===== config.mk =====
export PLATFORM = sky130hd
export DESIGN_NAME = conv_window_gen
export DESIGN_NICKNAME = d
export VERILOG_FILES = /design/src/rtl/conv_window_gen.sv
export SDC_FILE = /design/constraint.sdc
export NUM_CORES = 1
export LEC_CHECK = 0
export CAP_MARGIN = 30
export CORE_MARGIN = 1
export CORE_UTILIZATION = 30
export CTS_BUF_LIST = sky130_fd_sc_hd__clkbuf_16
export DETAILED_ROUTE_END_ITERATION = 10
export DONT_BUFFER_PORTS = 1
export PLACE_DENSITY = 0.52
export REMOVE_ABC_BUFFERS = 1
export SKIP_CTS_REPAIR_TIMING = 1
export SLEW_MARGIN = 10
export SYNTH_ARGS = -nofsm -noshare
export SYNTH_HDL_FRONTEND = slang
export SYNTH_SLANG_ARGS = --single-unit

===== constraint.sdc =====
create_clock -name i_clk -period 3.58 [get_ports i_clk]
set_input_delay 0.358 -clock i_clk [delete_from_list [all_inputs] [get_ports i_clk]]
set_output_delay 0.358 -clock i_clk [all_outputs]
set_load 0.005 [all_outputs]

===== src/rtl/conv_window_gen.sv =====
// conv_window_gen: turns a raster pixel stream into packed 3x3 windows for the conv core.
// Latency: 1 cycle from accepting pixel (r,c), r>=2 and c>=2, to its window on o_window.
// Backpressure: one output register; o_ready = !o_valid || i_ready, so a stalled window blocks input.
// Ports: i_clk/i_rstn clock and async active-low reset; i_pixel/i_valid/o_ready pixel input;
//        o_window/o_valid/i_ready/o_last window output (slot k=3i+j holds pixel (r-2+i, c-2+j)).
module conv_window_gen #(
    parameter int DATA_W = 10,
    parameter int IMG_W  = 32,
    parameter int IMG_H  = 32
) (
    input  logic                  i_clk,
    input  logic                  i_rstn,
    input  logic [DATA_W-1:0]     i_pixel,
    input  logic                  i_valid,
    output logic                  o_ready,
    output logic [9*DATA_W-1:0]   o_window,
    output logic                  o_valid,
    input  logic                  i_ready,
    output logic                  o_last
);

    localparam int CW = $clog2(IMG_W);
    localparam int RW = $clog2(IMG_H);
    localparam logic [CW-1:0] COL_MAX = CW'(IMG_W - 1);
    localparam logic [RW-1:0] ROW_MAX = RW'(IMG_H - 1);

    logic [CW-1:0]        col_q, col_d;
    logic [RW-1:0]        row_q, row_d;
    logic [DATA_W-1:0]    lb1_q [IMG_W];   // line r-1
    logic [DATA_W-1:0]    lb2_q [IMG_W];   // line r-2
    logic [DATA_W-1:0]    sr_q  [9];       // same slot layout as the output window
    logic [DATA_W-1:0]    sr_d  [9];
    logic [9*DATA_W-1:0]  window_q, window_d;
    logic                 valid_q, valid_d;
    logic                 last_q, last_d;
    logic                 accept;
    logic                 load;

    assign o_ready  = !valid_q || i_ready;
    assign accept   = i_valid && o_ready;
    assign o_window = window_q;
    assign o_valid  = valid_q;
    assign o_last   = last_q;

    always_comb begin
        sr_d     = sr_q;
        col_d    = col_q;
        row_d    = row_q;
        window_d = window_q;
        last_d   = last_q;
        valid_d  = valid_q;
        load     = 1'b0;

        if (accept) begin
            // Shift every row one column left, then drop in the new column c.
            for (int i = 0; i < 3; i++) begin
                sr_d[3*i]     = sr_q[3*i + 1];
                sr_d[3*i + 1] = sr_q[3*i + 2];
            end
            sr_d[2] = lb2_q[col_q];
            sr_d[5] = lb1_q[col_q];
            sr_d[8] = i_pixel;

            // Columns 0 and 1 of the current line have shifted in before c reaches 2,
            // so the previous line's tail never appears in an emitted window.
            load = (row_q >= RW'(2)) && (col_q >= CW'(2));

            if (col_q == COL_MAX) begin
                col_d = '0;
                row_d = (row_q == ROW_MAX) ? '0 : row_q + RW'(1);
            end else begin
                col_d = col_q + CW'(1);
            end
        end

        if (load) begin
            for (int k = 0; k < 9; k++) begin
                window_d[DATA_W*k +: DATA_W] = sr_d[k];
            end
            last_d  = (row_q == ROW_MAX) && (col_q == COL_MAX);
            valid_d = 1'b1;
        end else if (i_ready) begin
            valid_d = 1'b0;
        end
    end

    always_ff @(posedge i_clk or negedge i_rstn) begin
        if (!i_rstn) begin
            col_q    <= '0;
            row_q    <= '0;
            window_q <= '0;
            valid_q  <= 1'b0;
            last_q   <= 1'b0;
            for (int k = 0; k < 9; k++) begin
                sr_q[k] <= '0;
            end
        end else begin
            col_q    <= col_d;
            row_q    <= row_d;
            window_q <= window_d;
            valid_q  <= valid_d;
            last_q   <= last_d;
            sr_q     <= sr_d;
        end
    end

    // Line buffer contents need no reset: rows 0 and 1 of every frame rewrite them
    // before any window reads them.
    always_ff @(posedge i_clk) begin
        if (accept) begin
            lb2_q[col_q] <= lb1_q[col_q];
            lb1_q[col_q] <= i_pixel;
        end
    end

endmodule


==> reports/results.tsv <==
metric	value	unit
FILL cells	9607	
delay-heaviest family, CP	simple AND/OR/NAND/NOR gates	
Seq/Total Area, Yosys	75.1	%
CTS tree	built	
Syn Area/Cell	17.2	um^2
first-pass GRT wire length	117	mm
flops & latches, synth	802	
average wire per standard cell	24.5	um
final cell count without fillers	3351	
CP max FO	33	
number of global-route vias before repair	16406	
total CTS buffers	86	
Max Slew Vio Count	0	
register area	23300	um^2
Setup Crit Path Kind	reg2reg	
Post-synth ARST share	20.2	%
Tot Pwr	30.6	mW
Rows	117	
starting density of the core	30.4	%
vias per cell	4.87	
final net count	1933	
antenna violations before repair	0	
synth top area cells	edfxtp_1 62%, dfrtp_1 13%, mux2i_1 8.8%, o22ai_1 2.3%, mux2_1 2.3%	
crit share post-route	92.6	%
Detailed Place HPWL	49.5	mm
crit end category	register	
CP Buf/Inv Count	2	
cell area power density	848	nW/um^2
Reg2Reg Depth	7	
CP max stage cell	nor4_1	
Detail Route Antenna Nets	0	
post-route minimum period	3.31	ns
PnR worst setup slack	0.266	ns
Core Area	102000	um^2
GR Overflow Total	0	
most common cell after layout, fill and taps aside	edfxtp_1	
vias	16336	
Crit path depth	7	
unrepaired setup endpoints after global routing	false	
max-cap violations	0	
Setup WS pre-CTS	0.292	ns
slew margin rel.	33.5	%
number of distinct library cells after synthesis	50	
Placed Instances	3174	
Die Area	105000	um^2
worst path cell trace	nand4b_2, buf_4, o22ai_1, nor4_1, nand2_1, buf_4, mux2_2	
clk sink count	802	
Synth Cell Area	31000	um^2
Gate Count Post-Synth	1802	
Synth Flop Type	edfxtp_1	
Leak Pwr	12.9	nW
DRC Markers	0	
H-tree depth	3	
Worst-Margin Slew	0.997	ns
Worst Path Required	4.10	ns
ant diodes	0	
status	finished, violations left	
initial DRC count	1202	
Fin. Hold Viols	162	
area of the multi-input gates	7170	um^2
Worst EP arrival	3.83	ns
layout cell share with drive strength beyond 1	17.3	%
commonest non-fill, non-tap cells in the layout	640 x edfxtp_1, 272 x mux2i_1, 160 x dfrtp_1	
final hold slack	-0.578	ns
Yosys warnings	0	
failing checks	negative hold slack	
chip height	323	um
Max clock buf depth	3	
final WL	82.2	mm
clock transition at the registers of the reported paths	0.06	ns
worst skew pair latency	0.67	ns
Tot GR Track Use	15.7	%
post-synth top area share	62.0	%
root buffer cell	clkbuf_16	
Setup violations, final	0	
largest net degree at the start of global routing	163	
Setup TNS	0	ns
area grow syn2layout	16.7	%
Max VDD drop	0.433	mV
First-pass DRT Iterations	5	
Clock Skews	0.0408	ns
cell accounting for the most synthesized area	edfxtp_1	
Die Wd	323	um
fmax	302	MHz
type of origin of the critical path	register	
Hold Path Class	in2async	
I/O Buffers	0	
gpl congestion	0.822	
Ports	107	
most frequent CP cell	buf_4	
CP max stage delay	0.79	ns
Post-synth EDFFs	640	
-- where the power goes --
part / internal, mW / switching (mW) / leakage [nW] / total, mW
Clock: 4.86 / 3.74 / 1.44 / 8.60
Combinational: 2.97 / 5.30 / 3.70 / 8.27
Sequential: 12.9 / 0.827 / 7.74 / 13.8
-- stage by stage --
step | instance area, um^2 | util (%)
finish | 36200 | 35.4
floorplan | 30400 | -
CTS | 35900 | 35.2
global placement | 33100 | 32.4
global route | 36200 | 35.4
detailed placement | 33100 | 32.5
-- layout make-up --
cell class                 count  area share [%]
sequential                   802            64.4
tap                         1368            4.73
multi-input combinational    894            19.8
clock buffer                  88            6.09
inverter                       4          0.0415
timing repair buffer         123            3.35
clock inverter                72            1.57
-- path summary, 6_finish.rpt --
path | start | slack (ns) | end
min | i_rstn | -0.58 | o_window[5]$_DFFE_PN0P_
max in group asynchronous | i_rstn | 3.71 | sr_q[41]$_DFF_PN0_
max reg2reg | col_q[4]$_DFFE_PN0P_ | 0.27 | o_window[54]$_DFFE_PN0P_
min in group i_clk | i_pixel[4] | 0 | lb1_q[20][4]$_DFFE_PP_
max | col_q[4]$_DFFE_PN0P_ | 0.27 | o_window[54]$_DFFE_PN0P_
min reg2reg | sr_q[41]$_DFF_PN0_ | 0.47 | sr_q[41]$_DFF_PN0_
-- routing by layer --
| layer | GRT usage, % | share of wire (%) | vias up |
|---|---|---|---|
| met1 | 20.4 | 43 | 8460 |
| met4 | 5.59 | 2.7 | 0 |
| li1 | - | - | 7222 |
| met5 | 0 | 0 | - |
| met2 | 26.0 | 49 | 524 |
| met3 | 2.89 | 5.9 | 130 |
-- state kept, by name (all words and copies together) (netlist names) --
| name | count |
|---|---|
| col_q | 5 |
| o_window | 90 |
| o_valid | 1 |
| o_last | 1 |
| lb2_q | 320 |
| row_q | 5 |
| sr_q | 60 |
| lb1_q | 320 |
-- synth_stat cells (all sizes together) (7+ instances only) --
| cell type | count |
|---|---|
| o21ai | 10 |
| ha | 8 |
| edfxtp | 640 |
| nor3 | 14 |
| clkbuf | 24 |
| o21a | 10 |
| nand3 | 7 |
| nor2 | 79 |
| a22oi | 7 |
| mux2i | 272 |
| a31oi | 11 |
| nand4 | 16 |
| nor4 | 30 |
| nand2 | 152 |
| mux4 | 24 |
| buf | 78 |
| mux2 | 92 |
| o22ai | 115 |
| dfrtp | 162 |
-- logic make-up after synthesis --
logic type      count (synthesis)  synth area share [%]
fa+ha+maj                       8                 0.323
mux                           388                  13.9
compound gates                164                  3.35
simple gates                  334                  5.22
flops                         802                  75.1
buf+inv                       106                  2.09
Power figures use the tool's default switching activity.
